==> src/rtl/traffic_pkg.sv <==
// Shared lamp-word encoding, fault codes and the legality helper for the
// traffic conflict monitor.
package traffic_pkg;

    // {left, green, yellow, red}
    localparam logic [3:0] LEFT   = 4'b1001;
    localparam logic [3:0] GREEN  = 4'b0100;
    localparam logic [3:0] YELLOW = 4'b0010;
    localparam logic [3:0] RED    = 4'b0001;

    typedef enum logic [2:0] {
        FC_NONE         = 3'd0,
        FC_CONFLICT     = 3'd1,
        FC_ILLEGAL_NS   = 3'd2,
        FC_ILLEGAL_EW   = 3'd3,
        FC_SEQ_NS       = 3'd4,
        FC_SEQ_EW       = 3'd5,
        FC_SHORT_YELLOW = 3'd6,
        FC_STUCK        = 3'd7
    } fault_code_t;

    function automatic logic is_legal(input logic [3:0] word);
        return (word == LEFT) || (word == GREEN) || (word == YELLOW) || (word == RED);
    endfunction

endpackage

==> src/rtl/lamp_channel_checker.sv <==
// Per-direction lamp checker: word legality, phase sequencing, yellow dwell
// and stuck-word detection. Outputs are single-cycle pulses.
module lamp_channel_checker
    import traffic_pkg::*;
#(
    parameter int MIN_YELLOW = 3,
    parameter int MAX_DWELL  = 31,
    parameter int DWELL_W    = 5
) (
    input  logic       clk,
    input  logic       rst_n,
    input  logic       rearm_i,
    input  logic [3:0] lamps_i,
    input  logic       emergency_i,
    output logic       illegal_o,
    output logic       seq_err_o,
    output logic       short_yellow_o,
    output logic       stuck_o
);

    localparam logic [DWELL_W-1:0] DW_MAX = DWELL_W'(MAX_DWELL);
    localparam logic [DWELL_W-1:0] DW_MIN_Y = DWELL_W'(MIN_YELLOW);
    localparam logic [DWELL_W-1:0] DW_ONE = DWELL_W'(1);

    logic [3:0]         prev_q, prev_d;
    logic [DWELL_W-1:0] dwell_q, dwell_d;
    logic               emg_seen_q, emg_seen_d;
    logic               armed_q, armed_d;

    logic changed, emg, trans_ok, leaving_red;

    always_comb begin
        changed     = (lamps_i != prev_q);
        emg         = emg_seen_q | emergency_i;
        leaving_red = changed && (prev_q == RED);

        trans_ok = (lamps_i == RED);
        case (prev_q)
            LEFT:    trans_ok = trans_ok | (lamps_i == GREEN);
            GREEN:   trans_ok = trans_ok | (lamps_i == YELLOW);
            // Resuming the pre-emergency phase straight out of all-stop is allowed.
            RED:     trans_ok = trans_ok | (lamps_i == LEFT) |
                                (emg && ((lamps_i == GREEN) || (lamps_i == YELLOW)));
            default: ;
        endcase

        illegal_o      = !is_legal(lamps_i);
        seq_err_o      = 1'b0;
        short_yellow_o = 1'b0;
        stuck_o        = 1'b0;
        prev_d         = lamps_i;
        armed_d        = 1'b1;

        if (!armed_q) begin
            dwell_d    = DW_ONE;
            emg_seen_d = emergency_i;
        end else begin
            if (changed)
                dwell_d = DW_ONE;
            else if (emergency_i || dwell_q == DW_MAX)
                dwell_d = dwell_q;
            else
                dwell_d = dwell_q + DW_ONE;
            emg_seen_d     = emergency_i | (emg_seen_q & !leaving_red);
            seq_err_o      = changed && !trans_ok;
            short_yellow_o = changed && (prev_q == YELLOW) && (lamps_i == RED) &&
                             (dwell_q < DW_MIN_Y) && !emg;
            stuck_o        = !emergency_i && (dwell_d == DW_MAX);
        end
    end

    always_ff @(posedge clk) begin
        if (!rst_n || rearm_i) begin
            prev_q     <= RED;
            dwell_q    <= '0;
            emg_seen_q <= 1'b0;
            armed_q    <= 1'b0;
        end else begin
            prev_q     <= prev_d;
            dwell_q    <= dwell_d;
            emg_seen_q <= emg_seen_d;
            armed_q    <= armed_d;
        end
    end

endmodule

==> src/rtl/traffic_conflict_monitor.sv <==
// Safety monitor on the NS/EW lamp buses: detects conflicts and per-channel
// violations, latches the first fault code and requests flash-red.
module traffic_conflict_monitor
    import traffic_pkg::*;
#(
    parameter int MIN_YELLOW = 3,
    parameter int MAX_DWELL  = 31,
    parameter int DWELL_W    = 5
) (
    input  logic       clk,
    input  logic       rst_n,
    input  logic [3:0] ns_lamps,
    input  logic [3:0] ew_lamps,
    input  logic       emergency,
    input  logic       fault_clear,
    output logic       fault,
    output logic [2:0] fault_code,
    output logic       flash_red
);

    logic        fault_q, fault_d;
    fault_code_t code_q, code_d, code_now;

    logic ns_ill, ns_seq, ns_sy, ns_stuck;
    logic ew_ill, ew_seq, ew_sy, ew_stuck;
    logic conflict, clear_ok;

    // Clearing is only safe once both directions already show red.
    assign clear_ok = fault_clear && fault_q && (ns_lamps == RED) && (ew_lamps == RED);
    assign conflict = (ns_lamps != RED) && (ew_lamps != RED);

    lamp_channel_checker #(
        .MIN_YELLOW(MIN_YELLOW), .MAX_DWELL(MAX_DWELL), .DWELL_W(DWELL_W)
    ) u_ns (
        .clk(clk), .rst_n(rst_n), .rearm_i(clear_ok), .lamps_i(ns_lamps),
        .emergency_i(emergency), .illegal_o(ns_ill), .seq_err_o(ns_seq),
        .short_yellow_o(ns_sy), .stuck_o(ns_stuck)
    );

    lamp_channel_checker #(
        .MIN_YELLOW(MIN_YELLOW), .MAX_DWELL(MAX_DWELL), .DWELL_W(DWELL_W)
    ) u_ew (
        .clk(clk), .rst_n(rst_n), .rearm_i(clear_ok), .lamps_i(ew_lamps),
        .emergency_i(emergency), .illegal_o(ew_ill), .seq_err_o(ew_seq),
        .short_yellow_o(ew_sy), .stuck_o(ew_stuck)
    );

    always_comb begin
        code_now = FC_NONE;
        if (conflict)                  code_now = FC_CONFLICT;
        else if (ns_ill)               code_now = FC_ILLEGAL_NS;
        else if (ew_ill)               code_now = FC_ILLEGAL_EW;
        else if (ns_seq)               code_now = FC_SEQ_NS;
        else if (ew_seq)               code_now = FC_SEQ_EW;
        else if (ns_sy || ew_sy)       code_now = FC_SHORT_YELLOW;
        else if (ns_stuck || ew_stuck) code_now = FC_STUCK;

        fault_d = fault_q;
        code_d  = code_q;
        if (clear_ok) begin
            fault_d = 1'b0;
            code_d  = FC_NONE;
        end else if (!fault_q && code_now != FC_NONE) begin
            fault_d = 1'b1;
            code_d  = code_now;
        end
    end

    always_ff @(posedge clk) begin
        if (!rst_n) begin
            fault_q <= 1'b0;
            code_q  <= FC_NONE;
        end else begin
            fault_q <= fault_d;
            code_q  <= code_d;
        end
    end

    assign fault      = fault_q;
    assign flash_red  = fault_q;
    assign fault_code = code_q;

endmodule

==> config.mk <==
export PLATFORM = sky130hd
export DESIGN_NAME = traffic_conflict_monitor
export DESIGN_NICKNAME = d
export VERILOG_FILES = /design/src/rtl/traffic_pkg.sv /design/src/rtl/lamp_channel_checker.sv /design/src/rtl/traffic_conflict_monitor.sv
export SDC_FILE = /design/constraint.sdc
export NUM_CORES = 1
export LEC_CHECK = 0
export CAP_MARGIN = 25
export CORE_MARGIN = 8
export CORE_UTILIZATION = 40
export DETAILED_ROUTE_END_ITERATION = 7
export HOLD_SLACK_MARGIN = 0.08
export RECOVER_POWER = 50
export SYNTH_ARGS = -nofsm -noshare
export SYNTH_HDL_FRONTEND = slang
export SYNTH_SLANG_ARGS = --single-unit
==> constraint.sdc <==
create_clock -name clk -period 3.4 [get_ports clk]
set_clock_uncertainty 0.1 [all_clocks]
set_input_delay 0.68 -clock clk [delete_from_list [all_inputs] [get_ports clk]]
set_output_delay 0.68 -clock clk [all_outputs]
set_load 0.05 [all_outputs]
* Yosys cells after proc, flatten, opt, wreduce, memory -nomap -nowiden
Index checks and enable logic that the tools add are counted.
** Word-level totals
- Bits in registers :: 25
- Bits in latches :: 0
- Memory bits (writable) :: 0
- Memory bits (read-only) :: 0
- Bits of input ports :: 12
- Output and inout bits :: 5
- Word-level logic and storage cells :: 127
- Memories kept :: 0
** Cells by class
- Add/subtract/negate cells :: 2
- $mul :: 0
- Divide/modulo/power cells :: 0
- Order comparisons :: 2
- Equality and inequality tests :: 24
- Shifts and indexed selects :: 0
- Muxes and demuxes :: 26
- Bitwise operators :: 16
- Reduce and logical (&&, ||, !) cells :: 46
** Operators by type and width (count)
- $mux W5 :: 6
- $logic_and A1 B1 Y1 :: 21
- $mux W3 :: 7
- $eq A5 B5 Y1 const B :: 4
- $eq A4 B1 Y1 const B :: 4
- $eq A4 B2 Y1 const B :: 4
- $eq A4 B3 Y1 const B :: 4
- $eq A4 B4 Y1 const B :: 4
- $logic_or A1 B1 Y1 :: 13
- $or A1 B1 Y1 :: 12
- $mux W1 :: 11
- $add A5 B1 Y5 const B :: 2
- $lt A5 B2 Y1 const B :: 2
- $logic_not A1 Y1 :: 9
- $ne A4 B1 Y1 const B :: 2
- $ne A4 B4 Y1 :: 2
- $pmux W1 S3 :: 2
- $reduce_or A2 Y1 :: 2
- $reduce_bool A3 Y1 :: 1
- $and A1 B1 Y1 :: 2
- $not A1 Y1 :: 2

* Logic depth before layout (Yosys ltp)
Gate-level depths: netlist of run 1.
- Depth in word-level cells :: 18
- Gate-level depth with buffers :: 10
- Gate-level depth less buffers :: 10

* Cells and area by module
A second synthesis of run 1 with hierarchy kept.
** Second synthesis, totals
- Cells, all modules :: 188
- Area total of the unflattened synthesis :: 1601.5 um^2
** Modules (own cells, without submodules)
- lamp_channel_checker at u_ns :: times used 1, cells an instance 79, area an instance 663.1 um^2, seq. area each 220.2 um^2
- lamp_channel_checker at u_ew :: times used 1, cells an instance 72, area an instance 643.1 um^2, seq. area each 220.2 um^2
- traffic_conflict_monitor :: times used 1, cells an instance 37, area an instance 295.3 um^2, seq. area each 80.1 um^2

* Least setup slack after synthesis of run 1
No wires, ideal clock.
- Path type :: input to register
- From :: in ns_lamps[2]
- To :: reg code_q[2], in the netlist fault_code[2]
- Library setup time :: 0.092 ns
- Arrival :: 2.581 ns
- Required time :: 3.208 ns
- Setup slack :: 0.627 ns
- Cell stages on the path :: 8
- Buffers on the path :: 1
- Cells stage by stage :: buf_2 or4b_4 nor4_4 a41o_1 a211oi_2 o221ai_4 mux2_1 o32ai_1
** Between the ends
- Longest elaborated chain between the ends :: 16
- Elaborated cells on any way between the ends :: 44
- Classes of those cells :: 7 x eq/ne; 13 x mux; 4 x bitwise; 20 x reduce/logical
** Ends and longest elaborated chain
- start: declaration :: RTL line traffic_conflict_monitor.sv:12 : input logic [3:0] ns_lamps,
- $ne A4 B4 Y1 :: RTL line lamp_channel_checker.sv:33 : changed = (lamps_i != prev_q);
- $mux W5 :: RTL line lamp_channel_checker.sv:58 : if (changed)
- $mux W5 :: RTL line lamp_channel_checker.sv:54 : if (!armed_q) begin
- $eq A5 B5 Y1 :: RTL line lamp_channel_checker.sv:68 : stuck_o = !emergency_i && (dwell_d == DW_MAX);
- $logic_and A1 B1 Y1 :: RTL line lamp_channel_checker.sv:68
- $mux W1 :: RTL line lamp_channel_checker.sv:54
- $logic_or A1 B1 Y1 :: RTL line traffic_conflict_monitor.sv:56 : else if (ns_stuck || ew_stuck) code_now = FC_STUCK;
- $mux W3 :: RTL line traffic_conflict_monitor.sv:56
- $mux W3 :: RTL line traffic_conflict_monitor.sv:55 : else if (ns_sy || ew_sy) code_now = FC_SHORT_YELLOW;
- $mux W3 :: RTL line traffic_conflict_monitor.sv:54 : else if (ew_seq) code_now = FC_SEQ_EW;
- $mux W3 :: RTL line traffic_conflict_monitor.sv:53 : else if (ns_seq) code_now = FC_SEQ_NS;
- $mux W3 :: RTL line traffic_conflict_monitor.sv:52 : else if (ew_ill) code_now = FC_ILLEGAL_EW;
- $mux W3 :: RTL line traffic_conflict_monitor.sv:51 : else if (ns_ill) code_now = FC_ILLEGAL_NS;
- $mux W3 :: RTL line traffic_conflict_monitor.sv:50 : if (conflict) code_now = FC_CONFLICT;
- $reduce_bool A3 Y1 :: RTL line traffic_conflict_monitor.sv:63 : end else if (!fault_q && code_now != FC_NONE) begin
- $logic_and A1 B1 Y1 :: RTL line traffic_conflict_monitor.sv:63
- end signal: assignment :: RTL line traffic_conflict_monitor.sv:75 : code_q <= code_d;
- end: declaration :: RTL line traffic_conflict_monitor.sv:22 : fault_code_t code_q, code_d, code_now;
Parallel ways exist; a longest one is shown, timed or not. The select of a mux whose other input is x is not followed.
A chain may end at the register's enable or synchronous reset.

* Final worst setup path of run 1
- From :: in ns_lamps[3]
- To :: reg code_q[2], in the netlist fault_code[2]
The elaborated chain is that of the path after synthesis.

==> out/metrics.cfg, run 1 <==
[synth]
synth_largest_area_cell = dfxtp_1
synth-async-reset-ratio_pct = 0
yosysUniqueCellTypes = 55
synthMuxAreaShare_pct = 0.710
syn_area_per_cell_sq_um = 8.66
syn-instance-count = 183
syn_area_sq_um = 1590
synth_xor_area_share_pct = 9.94
ys_warn_count = 0
synthSimpleGateAreaFrac_pct = 31.5
yosysTopAreaCellShare_pct = 31.6
ys.flop_type = dfxtp_1
seq_area_frac_synth_pct = 31.6
syn_nets = 199
synth.area.top_cells = dfxtp_1, xor2_1, nor2_1
synthAdderAreaFrac_pct = 3.16
synth_edf_count = 0
synth_top_family_by_area = simple AND/OR/NAND/NOR gates
synth-seq-cells = 25
synth-compound-area-share_pct = 19.0

[sta]
grt_setup_unrepaired = no
max_freq_ghz = 0.317
fin_crit_ns = 3.16
finalSetupTns_ns = 0
tightest_slew_ns = 0.533
setup_viol = 0
relSlewSlack_pct = 64.4
fin_crit_sh_pct = 92.9
hold_violations = 0
finalMaxSlewViolations = 0

[pwr]
internal_power_w = 0.000441
p_seq_share_pct = 51.1
power_switching_w = 0.000183
power_frac_comb_pct = 19.4
p_per_area_nw_per_um2 = 332
p_clk_share_pct = 29.5
leakagePower_nw = 0.742
ir_drop_uv = 183
sw_frac_of_total_pct = 29.3

[critical_path]
path_max_fanout = 5
cp-end-kind = flop
crit_cells = 8
rrSetupSlack_ns = 0.38
path_buf_inv = 1
path_cells = dlygate4sd3_1 -> or4b_1 -> nor4_4 -> a41o_1 -> a211oi_2 -> o221ai_4 -> mux2_1 -> o32ai_1
arrival_ns = 3.25
cp_top_family = simple AND/OR/NAND/NOR gates
timing.rr.end = fault_code[2]
r2r-start = u_ew.dwell_q[0]
cp-start-kind = primary input
cp_data_required_time_ns = 3.49
reg2regPathDepth = 11
max_stage_delay_ns = 0.62
cp_slowest_cell = or4b_1
crit_start = ns_lamps[3]
endpoint = fault_code[2]
crit_type = primary input to flop

[clocking]
numClockSinks = 25
cts_tree = built
numCtsBuffers = 3
htreeDepth = 1
clk_latency_ns = 0.27
clk_path_buf_depth = 2
clkTransAtPathRegs_ns = 0.09
post_cts_buffers = 0
cts-root-buf = clkbuf_8
postCtsHoldBufs = 0
cts_resized = 0

[floorplan]
die_w_um = 79.0
start_util_pct = 40.5
dieArea_sq_um = 6230
io_pins = 17
core_area_sq_um = 3910
rows = 23
fp.dieH_um = 79.0

[grt]
gr-usage-met3_pct = 2.93
grt_start_max_net_pins = 15
antenna_found_initial = 0
grt_pass1_vias = 1442
grtUsageMet2_pct = 21.7
grt-ovfl-total = 0
grt.met1_usage_pct = 16.3
grt.total_usage_pct = 13.2
grt_first_pass_wirelength_mm = 6.71
top_usage_layer = met2

[placed_design]
io_buffer_count = 16
gp_congestion = 0.780
dp_hpwl_mm = 3.01
dp.cells = 252

[detailed_routing]
vias = 1447
drt-total-wl_mm = 3.90
drt-initial-drc-count = 128
via_per_inst = 5.65
post_drt_wl_per_cell_um = 15.2
firstDrtPassIters = 4
detail-route-antenna-nets = 0
route.detailed.drc = 0

[final_layout]
syn_to_final_growth_pct = 18.5
layout.cells.non_filler = 256
antennaDiodeCount = 0
drive_above_1_share_pct = 9.71
fin_nets = 223

[status]
status = complete, no violations

[run]
maxCapViolCount = 0

[min_path]
min_path_type = flop to flop

## routing by layer
metal | share of wire [%] | vias up
li1 | - | 720
met1 | 46 | 690
met2 | 48 | 33
met3 | 4.2 | 4
met4 | 1.5 | 0
met5 | 0 | -
## flip-flops by register name, indices dropped and copies added (netlist names)
name,flops
fault,1
fault_code,3
u_ew.dwell_q,5
u_ew.emg_seen_q,1
u_ew.prev_q,4
u_ns.armed_q,1
u_ns.dwell_q,5
u_ns.emg_seen_q,1
u_ns.prev_q,4
## synth_stat cells (all sizes together), types with 2 or more instances
cell / number
dfxtp: 25
nor2: 19
nand2: 11
a21oi: 10
xor2: 10
xnor2: 8
and2: 7
nand3: 7
o21ai: 7
buf: 6
inv: 6
nand2b: 6
nor4: 5
ha: 4
nand3b: 4
a31oi: 3
and3: 3
nor4b: 3
a211o: 2
a211oi: 2
nand4: 2
nand4b: 2
nor3: 2
nor4bb: 2
o211a: 2
o221ai: 2
o31ai: 2
or3: 2
or4b: 2
## metrics by stage
stage	total power, W	cell area [sq um]	hold slack (ns)	utilization (%)	setup WS, ns
6_report	0.000624	1880	0.377	48.0	0.242
5_1_grt	0.000650	1880	0.395	48.0	0.103
4_1_cts	0.000628	1890	0.386	48.2	0.366
3_5_place_dp	0.000448	1840	0.369	47.0	0.128
3_3_place_gp	0.000447	1840	0.367	47.0	0.253
2_1_floorplan	0.000403	1590	0.355	-	0.627
## layout by cell type (no fill, tap or decap), types with 3 or more instances in the layout
cell type        netlist  layout
nand3_1                7       7
buf_4                  1       9
xnor2_1                8       8
clkdlybuf4s50_1        0       9
nor2_1                19      19
and3_1                 3       3
clkbuf_8               0       3
nor4b_1                3       3
dfxtp_1               25      25
nand2_1               11      11
dlygate4sd3_1          0       7
a21oi_1               10      10
nand3b_1               4       4
nand2b_1               6       6
o21ai_0                7       7
xor2_1                10      10
ha_1                   4       4
a31oi_1                3       3
inv_1                  5       6
and2_1                 7       5
## kinds of logic (layout without fill, tap and decap cells)
logic type                 Yosys count  count (layout)
and+or+nand+nor                     82              82
AOI/OAI and AO/OA                   40              40
DFF                                 25              25
xor gates and xnor gates            18              18
buffers and inverters               13              36
adders and majority gates            4               4
muxes                                1               1
## power by group through the flow
| stage | Combinational (W) | Sequential [W] | Clock, W |
|---|---|---|---|
| 2_1_floorplan | 0.0000740 | 0.000329 | 0 |
| 3_3_place_gp | 0.000122 | 0.000324 | 0 |
| 4_1_cts | 0.000125 | 0.000318 | 0.000185 |
| 5_1_grt | 0.000133 | 0.000320 | 0.000196 |
| 6_report | 0.000121 | 0.000319 | 0.000184 |
| 3_5_place_dp | 0.000124 | 0.000325 | 0 |
## worst min path at each step
stage | startpoint | to | slack, ns | cells after the start
after floorplan | u_ns.emg_seen_q | u_ns.emg_seen_q | 0.36 | 2
after global placement | fault_code[1] | fault_code[1] | 0.37 | 1
after detailed placement | fault_code[1] | fault_code[1] | 0.37 | 1
after CTS | fault_code[1] | fault_code[1] | 0.39 | 1
after global routing | fault_code[1] | fault_code[1] | 0.40 | 1
final | fault_code[1] | fault_code[1] | 0.38 | 1
## worst register-to-register path: cells and delay by family (launching register included)
| family | cells | cell delay [ns] |
|---|---|---|
| mux | 1 | 0.35 |
| buf+inv | 1 | 0.18 |
| flops | 1 | 0.39 |
| compound gates | 3 | 0.51 |
| xor+xnor | 1 | 0.12 |
| simple gates | 3 | 0.78 |
| fa+ha+maj | 2 | 0.49 |
## area by class of cell
class | count | area [sq um]
fillers | 405 | 2030
inverters | 6 | 22.5
flip-flops and latches | 25 | 500
well taps | 50 | 62.6
clock buffers | 3 | 41.3
repair buffers | 26 | 231
clock inverters | 1 | 5.00
multi-input cells | 145 | 1020
(Power assumes the default switching activity.)
==> run 2, diff against run 1 <==
--- a/config.mk
+++ b/config.mk
@@ -10,7 +10,6 @@
 export CORE_UTILIZATION = 40
 export DETAILED_ROUTE_END_ITERATION = 7
 export HOLD_SLACK_MARGIN = 0.08
-export RECOVER_POWER = 50
 export SYNTH_ARGS = -nofsm -noshare
 export SYNTH_HDL_FRONTEND = slang
 export SYNTH_SLANG_ARGS = --single-unit
==> out/metrics.cfg, run 2 (synthesis gave the netlist of run 1 again) <==
[sta]
grt_setup_unrepaired = no
relSlewSlack_pct = 64.9  ; +0.50 points
hold_slack_ns = 0.383  ; +0.00584 ns
finalSetupTns_ns = 0  ; unchanged
fin_crit_sh_pct = 88.8  ; -4.1 points
max_freq_ghz = 0.331  ; +4.7%
hold_violations = 0  ; unchanged
tightest_slew_ns = 0.525  ; -0.00740 ns
setup_viol = 0  ; unchanged
fin_ws_ns = 0.382  ; +0.141 ns
fin_crit_ns = 3.02  ; -0.141 ns
finalMaxSlewViolations = 0  ; unchanged

[critical_path]
cp-start-kind = flop
cp_data_required_time_ns = 3.49  ; about the same
rrSetupSlack_ns = 0.38  ; about the same
crit_type = flop to flop
arrival_ns = 3.10  ; -0.15 ns
reg2regPathDepth = 11  ; unchanged
cp-end-kind = flop
r2r-start = u_ew.dwell_q[0]
timing.rr.end = fault_code[2]
path_max_fanout = 7  ; +2
crit_start = u_ew.dwell_q[0]

[detailed_routing]
drt-initial-drc-count = 109  ; -15%
post_drt_wl_per_cell_um = 15.1  ; -0.64%
firstDrtPassIters = 4  ; unchanged
via_per_inst = 5.66  ; +0.14%
drt-total-wl_mm = 3.87  ; -0.64%
route.detailed.drc = 0  ; unchanged
vias = 1449  ; +0.14%
detail-route-antenna-nets = 0  ; unchanged

[floorplan]
die_w_um = 79.0  ; unchanged
fp.dieH_um = 79.0  ; unchanged
dieArea_sq_um = 6230  ; unchanged
core_area_sq_um = 3910  ; unchanged
start_util_pct = 40.5  ; unchanged
rows = 23  ; unchanged
io_pins = 17  ; unchanged

[final_layout]
antennaDiodeCount = 0  ; unchanged
regArea_sq_um = 500  ; unchanged
layout_common_cells = dfxtp_1, nor2_1, clkdlybuf4s50_1
fillers = 403  ; -0.49%
top_regs = u_ew.dwell_q: 5 flops, u_ns.dwell_q: 5 flops
postLayoutCellArea_sq_um = 1890  ; +0.40%
drive_above_1_share_pct = 11.2  ; +1.5 points
layout_commonest_cell = dfxtp_1
syn_to_final_growth_pct = 19.0
fin_nets = 223  ; unchanged
multi_input_area_sq_um = 1020  ; +0.37%

[clocking]
cts-root-buf = clkbuf_8
clk_latency_ns = 0.27  ; about the same
post_cts_buffers = 0  ; unchanged
clk_path_buf_depth = 2  ; unchanged
numCtsBuffers = 3  ; unchanged
cts_tree = built
htreeDepth = 1  ; unchanged
clkTransAtPathRegs_ns = 0.09  ; about the same
postCtsHoldBufs = 0  ; unchanged
cts_resized = 0  ; unchanged
numClockSinks = 25  ; unchanged

[run]
maxCapViolCount = 0  ; unchanged

[placed_design]
place_area_sq_um = 1840  ; unchanged
gp_congestion = 0.780  ; unchanged
io_buffer_count = 16  ; unchanged
dp_slack_ns = 0.128  ; unchanged
dp_hpwl_mm = 3.01  ; unchanged

[grt]
grt_start_max_net_pins = 15  ; unchanged
grt_first_pass_wirelength_mm = 6.71  ; unchanged
grt.total_usage_pct = 13.2  ; unchanged
antenna_found_initial = 0  ; unchanged
grt-ovfl-total = 0  ; unchanged
grt_pass1_vias = 1442  ; unchanged

[pwr]
ir_drop_uv = 184  ; +0.56%
power.total_w = 0.000625  ; +0.17%
p_seq_share_pct = 51.0  ; about the same
power_frac_comb_pct = 19.8  ; +0.4 points
p_clk_share_pct = 29.2  ; -0.3 points
power_switching_w = 0.000181  ; -0.82%
p_per_area_nw_per_um2 = 331  ; -0.23%
internal_power_w = 0.000444  ; +0.57%
sw_frac_of_total_pct = 29.0  ; -0.29 points
leakagePower_nw = 0.738  ; -0.45%

[min_path]
hold_depth = 1  ; unchanged
hold_end = fault_code[1]
min_from = fault_code[1]
min_path_type = flop to flop

[status]
status = complete, no violations

run 2: changes by cell type in the layout (fill, tap and decap cells not counted), moves of 2 or more:
cell | before | now
dlygate4sd3_1 | 7 | 0
and2_1 | 5 | 7
clkdlybuf4s50_1 | 9 | 16
and2_0 | 2 | 0
run 2: power by group through the flow:
stage,Clock [W],Combinational [W],Sequential (W)
2_1_floorplan,0,0.0000740,0.000329
3_3_place_gp,0,0.000122,0.000324
3_5_place_dp,0,0.000124,0.000325
4_1_cts,0.000185,0.000125,0.000318
5_1_grt,0.000196,0.000136,0.000320
6_report,0.000182,0.000124,0.000319
run 2: per-stage QoR:
step                      utilization, %  cells
after detailed placement            47.0    252
after global routing                48.2    256
after floorplan                        -    183
after global placement              47.0    252
final                               48.2    256
after CTS                           48.2    256
run 2: per-layer routing:
metal,track usage [%],routed length (um),vias up
met5,0,0,-
met4,5.00,59,0
met3,2.93,145,4
met2,21.7,1870,29
met1,16.3,1800,697
li1,-,-,719
run 2: critical path: stages, from the launching register on:
cell	delay, ns
dfxtp_1	0.39
ha_1	0.24
and3_1	0.18
ha_1	0.25
nor3b_1	0.29
xnor2_1	0.12
nor4_1	0.31
buf_4	0.18
a211oi_2	0.05
o221ai_4	0.24
mux2_1	0.35
o32ai_1	0.22
run 2: worst max path at each step:
stage | slack (ns) | depth (start not counted) | endpoint
floorplan | 0.63 | 8 | fault_code[2]
detailed placement | 0.13 | 8 | fault_code[2]
CTS | 0.37 | 11 | fault_code[2]
global route | 0.13 | 11 | fault_code[2]
global placement | 0.25 | 8 | fault_code[2]
finish | 0.38 | 11 | fault_code[2]
run 2: cell type report:
| type | instances | share of cell area [%] |
|---|---|---|
| inverter | 6 | 1.19 |
| clock buffer | 3 | 2.19 |
| tap | 50 | 3.32 |
| multi-input combinational | 145 | 54.0 |
| sequential | 25 | 26.5 |
| clock inverter | 1 | 0.265 |
| timing repair buffer | 26 | 12.5 |
==> run 3, diff against run 2 <==
--- a/config.mk
+++ b/config.mk
@@ -8,6 +8,7 @@
 export CAP_MARGIN = 25
 export CORE_MARGIN = 8
 export CORE_UTILIZATION = 40
+export CTS_BUF_LIST = sky130_fd_sc_hd__clkbuf_8 sky130_fd_sc_hd__clkbuf_16
 export DETAILED_ROUTE_END_ITERATION = 7
 export HOLD_SLACK_MARGIN = 0.08
 export SYNTH_ARGS = -nofsm -noshare
==> results of run 3 <==
No change in the layout: final DEF, timing and power equal those of run 2.
